`src/rtl/dmem_arbiter.sv`:
```
// Round-robin arbiter sharing one data-memory port between the core LSU (port 0) and a secondary master (port 1).
// Optional issue-to-response watchdog enabled by defining DMEM_ARB_TIMEOUT_EN.
module dmem_arbiter #(
  parameter int unsigned ADDR_WIDTH     = 32,
  parameter int unsigned DATA_WIDTH     = 32,
  parameter int unsigned TIMEOUT_CYCLES = 16
) (
  input  logic                  clk,
  input  logic                  rst,
  input  logic                  req0,
  input  logic                  we0,
  input  logic [ADDR_WIDTH-1:0] addr0,
  input  logic [DATA_WIDTH-1:0] wdata0,
  input  logic [2:0]            func3_0,
  output logic                  gnt0,
  output logic                  rvalid0,
  output logic [DATA_WIDTH-1:0] rdata0,
  output logic                  err0,
  input  logic                  req1,
  input  logic                  we1,
  input  logic [ADDR_WIDTH-1:0] addr1,
  input  logic [DATA_WIDTH-1:0] wdata1,
  input  logic [2:0]            func3_1,
  output logic                  gnt1,
  output logic                  rvalid1,
  output logic [DATA_WIDTH-1:0] rdata1,
  output logic                  err1,
  output logic                  mem_req,
  output logic                  mem_we,
  output logic [ADDR_WIDTH-1:0] mem_addr,
  output logic [DATA_WIDTH-1:0] mem_wdata,
  output logic [2:0]            mem_func3,
  input  logic                  mem_ready,
  input  logic                  mem_rvalid,
  input  logic [DATA_WIDTH-1:0] mem_rdata
);

  typedef enum logic [1:0] {
    IDLE  = 2'd0,
    ISSUE = 2'd1,
    RESP  = 2'd2
  } state_t;

  state_t state;
  logic   sel;
  logic   last_grant;
  logic   pick_c;
  logic   done_c;
  logic   timeout_c;

  if (TIMEOUT_CYCLES < 2) begin : g_bad_timeout
    $error("dmem_arbiter: TIMEOUT_CYCLES must be at least 2");
  end

  // On a tie the port that did not win last time goes next
  assign pick_c = (req0 && req1) ? ~last_grant : req1;
  assign done_c = (state == RESP) && mem_rvalid;

  // Grant is the memory's acceptance, steered to the owner of the issue registers
  assign gnt0 = (state == ISSUE) && mem_ready && !sel;
  assign gnt1 = (state == ISSUE) && mem_ready && sel;

`ifdef DMEM_ARB_TIMEOUT_EN
  localparam int unsigned CNT_W = $clog2(TIMEOUT_CYCLES + 1);

  logic [CNT_W-1:0] cnt;

  // Acceptance in the last ISSUE cycle still gets one RESP cycle before aborting
  assign timeout_c = (state != IDLE) && !done_c && !((state == ISSUE) && mem_ready)
                     && (cnt >= CNT_W'(TIMEOUT_CYCLES - 1));

  always_ff @(posedge clk) begin
    if (rst) begin
      cnt  <= '0;
      err0 <= 1'b0;
      err1 <= 1'b0;
    end else begin
      if (state == IDLE) cnt <= '0;
      else               cnt <= cnt + CNT_W'(1);
      if (done_c || timeout_c) begin
        if (sel) err1 <= timeout_c;
        else     err0 <= timeout_c;
      end
    end
  end
`else
  assign timeout_c = 1'b0;
  assign err0      = 1'b0;
  assign err1      = 1'b0;
`endif

  always_ff @(posedge clk) begin
    if (rst) begin
      state      <= IDLE;
      sel        <= 1'b0;
      last_grant <= 1'b1;
      mem_req    <= 1'b0;
      mem_we     <= 1'b0;
      mem_addr   <= '0;
      mem_wdata  <= '0;
      mem_func3  <= '0;
      rvalid0    <= 1'b0;
      rvalid1    <= 1'b0;
      rdata0     <= '0;
      rdata1     <= '0;
    end else begin
      rvalid0 <= 1'b0;
      rvalid1 <= 1'b0;
      case (state)
        IDLE: begin
          if (req0 || req1) begin
            sel        <= pick_c;
            last_grant <= pick_c;
            mem_req    <= 1'b1;
            mem_we     <= pick_c ? we1     : we0;
            mem_addr   <= pick_c ? addr1   : addr0;
            mem_wdata  <= pick_c ? wdata1  : wdata0;
            mem_func3  <= pick_c ? func3_1 : func3_0;
            state      <= ISSUE;
          end
        end
        ISSUE: begin
          if (mem_ready) begin
            mem_req <= 1'b0;
            state   <= RESP;
          end
        end
        RESP:    ;
        default: state <= IDLE;
      endcase

      // Completion or abort: pulse the owner's rvalid and return to IDLE
      if (done_c || timeout_c) begin
        mem_req <= 1'b0;
        state   <= IDLE;
        if (sel) begin
          rvalid1 <= 1'b1;
          rdata1  <= done_c ? mem_rdata : '0;
        end else begin
          rvalid0 <= 1'b1;
          rdata0  <= done_c ? mem_rdata : '0;
        end
      end
    end
  end

  a_gnt_exclusive: assert property (@(posedge clk) disable iff (rst) !(gnt0 && gnt1));
  a_rvalid_exclusive: assert property (@(posedge clk) disable iff (rst) !(rvalid0 && rvalid1));

endmodule

```
`config.mk`:
```
export PLATFORM = sky130hd
export DESIGN_NAME = dmem_arbiter
export DESIGN_NICKNAME = d
export VERILOG_FILES = /design/src/rtl/dmem_arbiter.sv
export SDC_FILE = /design/constraint.sdc
export NUM_CORES = 1
export LEC_CHECK = 0
export BUFFER_PORTS_ARGS = -buffer_cell sky130_fd_sc_hd__buf_2
export CORE_ASPECT_RATIO = 1.5
export CORE_MARGIN = 5
export CORE_UTILIZATION = 40
export CTS_BUF_LIST = sky130_fd_sc_hd__clkbuf_8 sky130_fd_sc_hd__clkbuf_16
export DETAILED_ROUTE_END_ITERATION = 10
export PLACE_DENSITY_LB_ADDON = 0.1
export SLEW_MARGIN = 20
export SYNTH_ARGS = -nofsm -noshare
export SYNTH_HDL_FRONTEND = slang
export SYNTH_SLANG_ARGS = --single-unit
```
`constraint.sdc`:
```
create_clock -name clk -period 1.5 [get_ports clk]
set_clock_uncertainty 0.05 [all_clocks]
set_input_delay 0.075 -clock clk [delete_from_list [all_inputs] [get_ports clk]]
set_output_delay 0.075 -clock clk [all_outputs]
set_load 0.03 [all_outputs]
```
==> summary by stage, run 1 <==
Drt
The vias per cell is 5.171. The routed layout has 7151 vias. The final routed wirelength across all metal layers is 24130 um. The pre-antenna-repair detailed-routing pass consisted of 5 iterations. For this block, the initial DRC count from the detailed router was 463.

The routed length per instance is 17.45 um. The count of nets left with antenna violations after detail routing is 0. The remaining routing DRC violations is 0.

Timing
The tightest hold path in the finished design has a slack of 0.02820 ns. The minimum clock period after layout is 1.534 ns. The final number of max-transition violations is 0. Setup repair after global routing could not meet its margin everywhere. The final hold violation count is 0. Setup violations remaining at the end of the flow were counted as 26. The portion of the clock cycle consumed by the worst path in the final layout is 1.022. Once routing completed, OpenROAD measured the worst setup slack at -0.03369 ns.

For this run, the top clock speed supported by timing is 652.0 MHz.

Worst hold path
The path with the worst hold slack has its endpoint at state[0]$_SDFFE_PP0P_. Along the worst hold path, the cell count comes to 3. The worst min-delay path category is input pin to flop. The critical hold path startpoint is mem_rvalid.

Floorplan
In this run the count of I/O pins placed on the die edge is 313. The initial core utilization is 0.4074. The core outline area is 0.01406 sq mm. The y dimension of the die is 156.5 um. The number of placement rows is 53. The floorplan step defined a die boundary enclosing 0.01686 sq mm.

The floorplan die width is 107.7 um.

Synth
In the synthesized netlist the dominant register cell turns out to be sky130_fd_sc_hd__dfxtp_1. The xor/xnor share of the synthesized area is 0. The number of library cell types mapped by synthesis is 29.

The adder-cell area share of the yosys netlist is 0. Measured against the total synthesized area, the mux share comes to 0. The cell count after synthesis is 705. In this run, synthesis inferred 0 flip-flops with an integrated enable. The fraction of the mapped netlist area in simple logic gates is 0.1955.

The post-synthesis compound-gate area fraction is 0.2517. Sorting the synthesized cells by area gives the leading types as sky130_fd_sc_hd__dfxtp_1 (49%), sky130_fd_sc_hd__nand2_1 (18%), sky130_fd_sc_hd__a21oi_1 (12%), sky130_fd_sc_hd__a311oi_1 (7.3%), sky130_fd_sc_hd__a311oi_2 (5.2%). During synthesis, Yosys emitted a total of 0 warnings. The post-synthesis sequential element count is 139. The most common cell in the synthesized netlist is sky130_fd_sc_hd__nand2_1. The synthesized area is 0.005727 sq mm. The largest total area in the synthesized netlist belongs to sky130_fd_sc_hd__dfxtp_1. In this run the mean area of a mapped cell was 8.123 sq um.

The top cell type's share of synthesized area is 0.4859. For this run, asynchronously set or reset flops after synthesis account for 0. By count the netlist is led by sky130_fd_sc_hd__nand2_1 (267), sky130_fd_sc_hd__dfxtp_1 (139), sky130_fd_sc_hd__a21oi_1 (136). The main combinational cell family by area after synthesis is compound AO/OA/AOI/OAI gates. For this run, the register share of the synthesized area comes to 0.4859.

Run status
The flow ran to the end, but the final reports show violations. The final reports fail on setup timing.

Critical path
The critical path class is flop to flop. The end of the worst register-to-register path is mem_wdata[9]$_SDFFE_PP0P_. The largest fanout on the critical path is 9. The critical path crosses 6 cells after its start point. For this run, the slowest stage of the critical path takes 0.34 ns. The worst register-to-register path has a depth of 6. STA classifies the critical path startpoint as a flop. The worst register-to-register path begins at state[1]$_SDFFE_PP0P_.

Across all register-to-register paths, the minimum setup slack is -0.03 ns. The number of buffers and inverters on the critical path is 3. The arrival time reported for the critical path endpoint is 1.76 ns. The nature of the critical path endpoint is a flop. The data required time of the worst path is 1.73 ns.

The family of cells with the greatest summed delay on the critical path is buffers and inverters. For this design, the slowest cell found on the critical path is sky130_fd_sc_hd__dfxtp_4. The signal on the critical path passes through buf_4 > or2_4 > nor2_4 > buf_12 > clkbuf_16 > a311oi_2.

Cells and area
Relative to the synthesized area, the layout overhead comes to 78.13%. In the final design database the tool counted 1351 nets. In the final layout, the share of cells above drive strength 1 is 0.3563. After routing the design area is 0.01020 sq mm. The filler cell count in the final layout is 1100.

The number of cells in the finished layout apart from fillers is 1383.

GRT
The total overflow left after global routing is 0. Across every metal layer, demand over resource in global routing totals 0.2604. The number of global-route vias before repair came to 6975. The first global-routing pass estimated 35180 um of wire. The initial antenna violation count is 0. Entering global routing, the biggest net connects 52 pins.

Power
The worst supply voltage drop on vdd is 0.6886 mV. Dividing total power by cell area gives a power density of 1114 mW/mm^2. The static power due to leakage is 4.574 nW.

Clock tree
The maximum buffer depth of the clock tree is 2. Clock latency on the worst-skew pair, taken at its later pin, is 0.40 ns. The number of clock sinks is 139. The H-tree was split into 4 levels.

Clock-pin slew was measured on the worst setup and hold paths at 0.06 ns. The number of buffers added by the clock tree synthesis step is 17. The clock tree from TritonCTS is built.

The root buffer cell chosen for the clock tree is sky130_fd_sc_hd__clkbuf_16.

Place
The worst slack at placement is 0.07037 ns. In this run the tool buffered the top-level ports with 310 buffer cells. The count of placed standard cells including taps is 1164. Summing all placed instances gives a cell area of 0.007576 sq mm. Once detailed placement completed, the half-perimeter wirelength came to 14080 um. At the end of routability-driven placement, the weighted congestion stood at 0.8230.

Run
Across the run, the number of max-cap violations was 0.
==> through the flow <==
stage	setup TNS, ns	utilization	power [W]
finish	-0.3534	0.7256	0.01137
global route	-1.781	0.7254	0.01181
CTS	-0.006545	0.7021	0.01107
detailed placement	0	0.5389	0.006646
global placement	0	0.5389	0.006633
floorplan	0	-	0.005732
==> flip-flops by register name, indices dropped and copies added, names as in the netlist <==
register    cells
sel             1
mem_req         1
mem_wdata      32
rdata1         32
last_grant      1
mem_we          1
mem_func3       3
rvalid1         1
rdata0         32
rvalid0         1
state           2
mem_addr       32
==> worst max-delay path by stage <==
stage	end	startpoint	slack [ns]
finish	mem_wdata[9]$_SDFFE_PP0P_	state[1]$_SDFFE_PP0P_	-0.03
global route	mem_wdata[5]$_SDFFE_PP0P_	state[1]$_SDFFE_PP0P_	-0.08
CTS	gnt0	state[1]$_SDFFE_PP0P_	-0.007
detailed placement	mem_addr[1]$_SDFFE_PP0P_	state[1]$_SDFFE_PP0P_	0.07
global placement	mem_addr[26]$_SDFFE_PP0P_	state[1]$_SDFFE_PP0P_	0.10
floorplan	mem_addr[20]$_SDFFE_PP0P_	state[1]$_SDFFE_PP0P_	0.12
==> placed cells by master (no fill, tap or decap), drive strengths merged <==
master,netlist,layout
and4b,1,1
a311oi,68,68
clkinvlp,0,5
nand2,267,267
bufinv,0,1
conb,1,2
a21oi,136,136
nor2,7,7
nand4bb,1,1
or3,1,1
nand3b,2,2
or2,2,2
a21bo,1,1
clkbuf,17,24
clkinv,0,1
o21ai,2,2
buf,53,347
dlygate4sd3,0,169
dfxtp,139,139
diode,0,1
nand3,1,1
nand4b,1,1
a21boi,1,1
inv,2,9
nor4bb,1,1
a31o,1,1
==> area by class of cell <==
type                    count  area [sq um]  area share
clock inverters            14         135.1     0.01325
well taps                 192         240.2     0.02355
repair buffers            522          3930      0.3853
inverters                   2         7.507   0.0007359
flip-flops and latches    139          2788      0.2733
multi-input cells         495          2659      0.2606
clock buffers              18         439.2     0.04305
diodes                      1         2.502   0.0002453
==> power breakdown <==
group | switching (W) | total, W | internal, W | leakage [nW]
logic | 0.00177 | 0.00314 | 0.00137 | 3.17
registers | 0.000168 | 0.00416 | 0.00399 | 1.14
clock network | 0.00171 | 0.00407 | 0.00236 | 0.270
total | 0.00365 | 0.0114 | 0.00772 | 4.57
==> worst register-to-register path, delay by kind of cell (launching register included) <==
kind / cells / cell delay, ns
buffers and inverters: 3 / 0.48
and+or+nand+nor: 2 / 0.45
DFF: 1 / 0.34
AOI/OAI and AO/OA: 1 / 0.08
==> layer usage <==
metal  share of wire  up-vias  global-route usage
met3           0.079      100             0.07099
met5               0        -                   0
met4           0.052        0              0.1414
met2            0.51      370              0.4552
li1                -     3371                   -
met1            0.36     3310              0.2828
==> timing repair <==
| action | CTS | global route |
|---|---|---|
| hold endpoints to repair | 133 | 0 |
| pin swaps | 2 | 11 |
| gates cloned | 0 | 10 |
| buffers inserted | 2 | 5 |
| hold buffers | 169 | 0 |
| resized for setup | 6 | 12 |
| setup endpoints to repair | 2 | 53 |
==> cell families after synthesis <==
kind of cell	count (synthesis)
AO/OA/AOI/OAI	209
buffers and inverters	72
flip-flops	139
other	1
AND/OR/NAND/NOR	284
Power figures use the tool's default switching activity.
==> run 2, diff against run 1 <==
Settings changed: BUFFER_PORTS_ARGS -buffer_cell sky130_fd_sc_hd__buf_2 to -buffer_cell sky130_fd_sc_hd__buf_4.
==> summary by stage, run 2 (synthesis results as in run 1) <==
Power
The static power due to leakage was 4.715 nW (was 4.574 nW). The total power is 0.01177 W (was 0.01137 W). The worst supply voltage drop on vdd is 0.5959 mV (was 0.6886 mV). The power density over cell area is 1080 mW/mm^2 (was 1114 mW/mm^2).

Timing
The final critical-path setup slack is -0.0006932 ns (was -0.03369 ns). The final hold violation count is 0 (unchanged). The minimum clock period after layout came to 1.501 ns (was 1.534 ns). The tightest hold margin was 0.03001 ns (was 0.02820 ns). The portion of the clock cycle consumed by the worst path in the final layout is 1.000 (was 1.022). Unrepaired setup endpoints after global routing: yes (unchanged). The final number of setup-violating endpoints is 1 (was 26).

The setup total negative slack came to -0.0006932 ns (was -0.3534 ns). The maximum operating frequency is 666.4 MHz (was 652.0 MHz). The final number of max-transition violations is 0 (unchanged).

Critical path
Ordered cell list for the critical path: buf_6 > nand3b_1 > nor2_1 > buf_4 (was buf_4 > or2_4 > nor2_4 > buf_12 > clkbuf_16 > a311oi_2). The arrival time reported for the critical path endpoint came to 1.38 ns (was 1.76 ns). The type of origin of the critical path is a flop (unchanged).

The register-to-register path setup slack is 0.05 ns (was -0.03 ns). The number of buffers and inverters on the critical path came to 2 (was 3). The largest fanout on the critical path was 3 (was 9). The data required time of the worst path is 1.37 ns (was 1.73 ns). The library cell contributing the largest single delay on the critical path is sky130_fd_sc_hd__dfxtp_2 (was sky130_fd_sc_hd__dfxtp_4). The critical path class is flop to output port (was flop to flop). The launch instance of the worst register-to-register path is state[1]$_SDFFE_PP0P_ (unchanged). The nature of the critical path endpoint was an output port (was flop). The delay contributed by the slowest stage of the critical path is 0.32 ns (was 0.34 ns). The worst setup path startpoint is state[1]$_SDFFE_PP0P_ (unchanged). The family of cells with the greatest summed delay on the critical path is simple AND/OR/NAND/NOR gates (was buffers and inverters).

Run status
Status: complete, but fails checks (unchanged). Failing checks: setup timing (unchanged).

GRT
The remaining global-route overflow is 0 (unchanged). The largest net degree at the start of global routing is 58 (was 52). The number of global-route vias before repair was 7190 (was 6975). The first-pass GRT wire length is 36010 um (was 35180 um). The overall track demand over capacity in global routing is 0.2676 (was 0.2604). The initial antenna violation count is 0 (unchanged).

Drt
The vias per cell was 5.249 (was 5.171). The count of nets left with antenna violations after detail routing is 0 (unchanged). The number of DRC markers after the initial detailed-route iteration was 339 (was 463). The number of detailed-routing iterations run before antenna repair is 5 (unchanged). The routed length per instance is 18.15 um (was 17.45 um). The remaining routing DRC violations is 0 (unchanged). The overall via count from detail_route is 7239 (was 7151). The final routed wirelength across all metal layers is 25030 um (was 24130 um).

Run
The number of violations of the max-capacitance limit is 0 (unchanged).

Place
The count of placed standard cells including taps came to 1160 (was 1164). The total half-perimeter wirelength after legalization and detailed placement is 14060 um (was 14080 um). The routability congestion estimate from global placement is 0.8082 (was 0.8230). The count of buffers inserted at the top-level ports was 310 (unchanged).

Clock tree
The number of clock sinks is 139 (unchanged). The clock root buffer is sky130_fd_sc_hd__clkbuf_16 (unchanged). The maximum buffer depth of the clock tree is 2 (unchanged). The clock tree from TritonCTS is built (unchanged). The number of levels the H-tree was split into came to 4 (unchanged). The worst-skew pair later-pin latency was 0.41 ns (was 0.40 ns).

The number of buffers added by the clock tree synthesis step was 17 (unchanged). The clock input transition at the sequential cells of the worst setup and hold paths is 0.06 ns (about the same).

Worst hold path
The critical hold path startpoint is rst (was mem_rvalid). The worst min-delay path category is input pin to flop (unchanged).

Floorplan
The number of I/O pins is 313 (unchanged). The total die area is 0.01686 sq mm (unchanged). The y dimension of the die is 156.5 um (unchanged). The number of placement rows is 53 (unchanged). The core outline area was 0.01406 sq mm (unchanged). The initial core utilization is 0.4074 (unchanged). The floorplan die width came to 107.7 um (unchanged).

Cells and area
Leading cell types in the layout, fill and taps excluded: sky130_fd_sc_hd__buf_4 (320), sky130_fd_sc_hd__nand2_1 (267), sky130_fd_sc_hd__dlygate4sd3_1 (170) (was sky130_fd_sc_hd__buf_2 (307), sky130_fd_sc_hd__nand2_1 (267), sky130_fd_sc_hd__dlygate4sd3_1 (169)). The share of layout cells above drive strength 1 is 0.3480 (was 0.3563). The net count reported at finish is 1345 (was 1351).

The most common cell after layout, fill and taps aside is sky130_fd_sc_hd__buf_4 (was sky130_fd_sc_hd__buf_2). The number of cells in the finished layout apart from fillers is 1379 (was 1383). The signed area change from the synthesized netlist to the final layout is 90.28% (was 78.13%).
-- run 2: cell count changes in the layout (fill, tap and decap cells not counted), sizes merged --
cell / previous run / this run
clkinv: 1 / 4
dlygate4sd3: 169 / 170
clkbuf: 24 / 25
inv: 9 / 8
diode: 1 / 3
clkinvlp: 5 / 2
buf: 347 / 339
bufinv: 1 / 2
-- run 2: area by class of cell --
type                       instances  area [sq um]
fill                             996          3162
clock buffer                      18         439.2
antenna                            3         7.507
inverter                           2         7.507
clock inverter                    14         160.2
timing repair buffer             516          4624
sequential                       139          2784
tap                              192         240.2
multi-input combinational        495          2634
-- run 2: through the flow --
step / util / setup slack [ns] / instance area, sq um
CTS: 0.7547 / -0.01996 / 10610
global route: 0.7746 / -0.07953 / 10890
global placement: 0.5891 / 0.03733 / 8282
floorplan: - / 0.1156 / 5731
finish: 0.7751 / -0.0006932 / 10900
detailed placement: 0.5891 / 0.03609 / 8282
-- run 2: power by group --
group	internal [W]	leakage [nW]	switching [W]	total, W
logic	0.00155	3.28	0.00177	0.00333
clock network	0.00254	0.292	0.00174	0.00428
registers	0.00399	1.14	0.000180	0.00417
-- run 2: routing by layer --
layer | vias to the layer above | wire (um) | global-route usage
met4 | 0 | 1104 | 0.1372
li1 | 3361 | - | -
met2 | 392 | 12780 | 0.4585
met1 | 3393 | 9020 | 0.2917
met5 | - | 0 | 0
met3 | 93 | 2123 | 0.08997
-- run 2: timing repair --
| action | in CTS | in global routing |
|---|---|---|
| hold buffers | 170 | 0 |
| hold endpoints to repair | 135 | 0 |
| gates cloned | 0 | 9 |
| endpoints found under the setup margin | 2 | 28 |
| pin swaps | 1 | 4 |
| gates resized for setup | 2 | 7 |
| setup buffers | 3 | 2 |
-- run 2: final timing paths --
kind | to | cells past startpoint
worst min register to register | rdata1[1]$_SDFFE_PP0P_ | 2
worst min-delay path | rdata1[31]$_SDFFE_PP0P_ | 2
worst max register to register | mem_wdata[22]$_SDFFE_PP0P_ | 5
worst max-delay path | gnt1 | 4
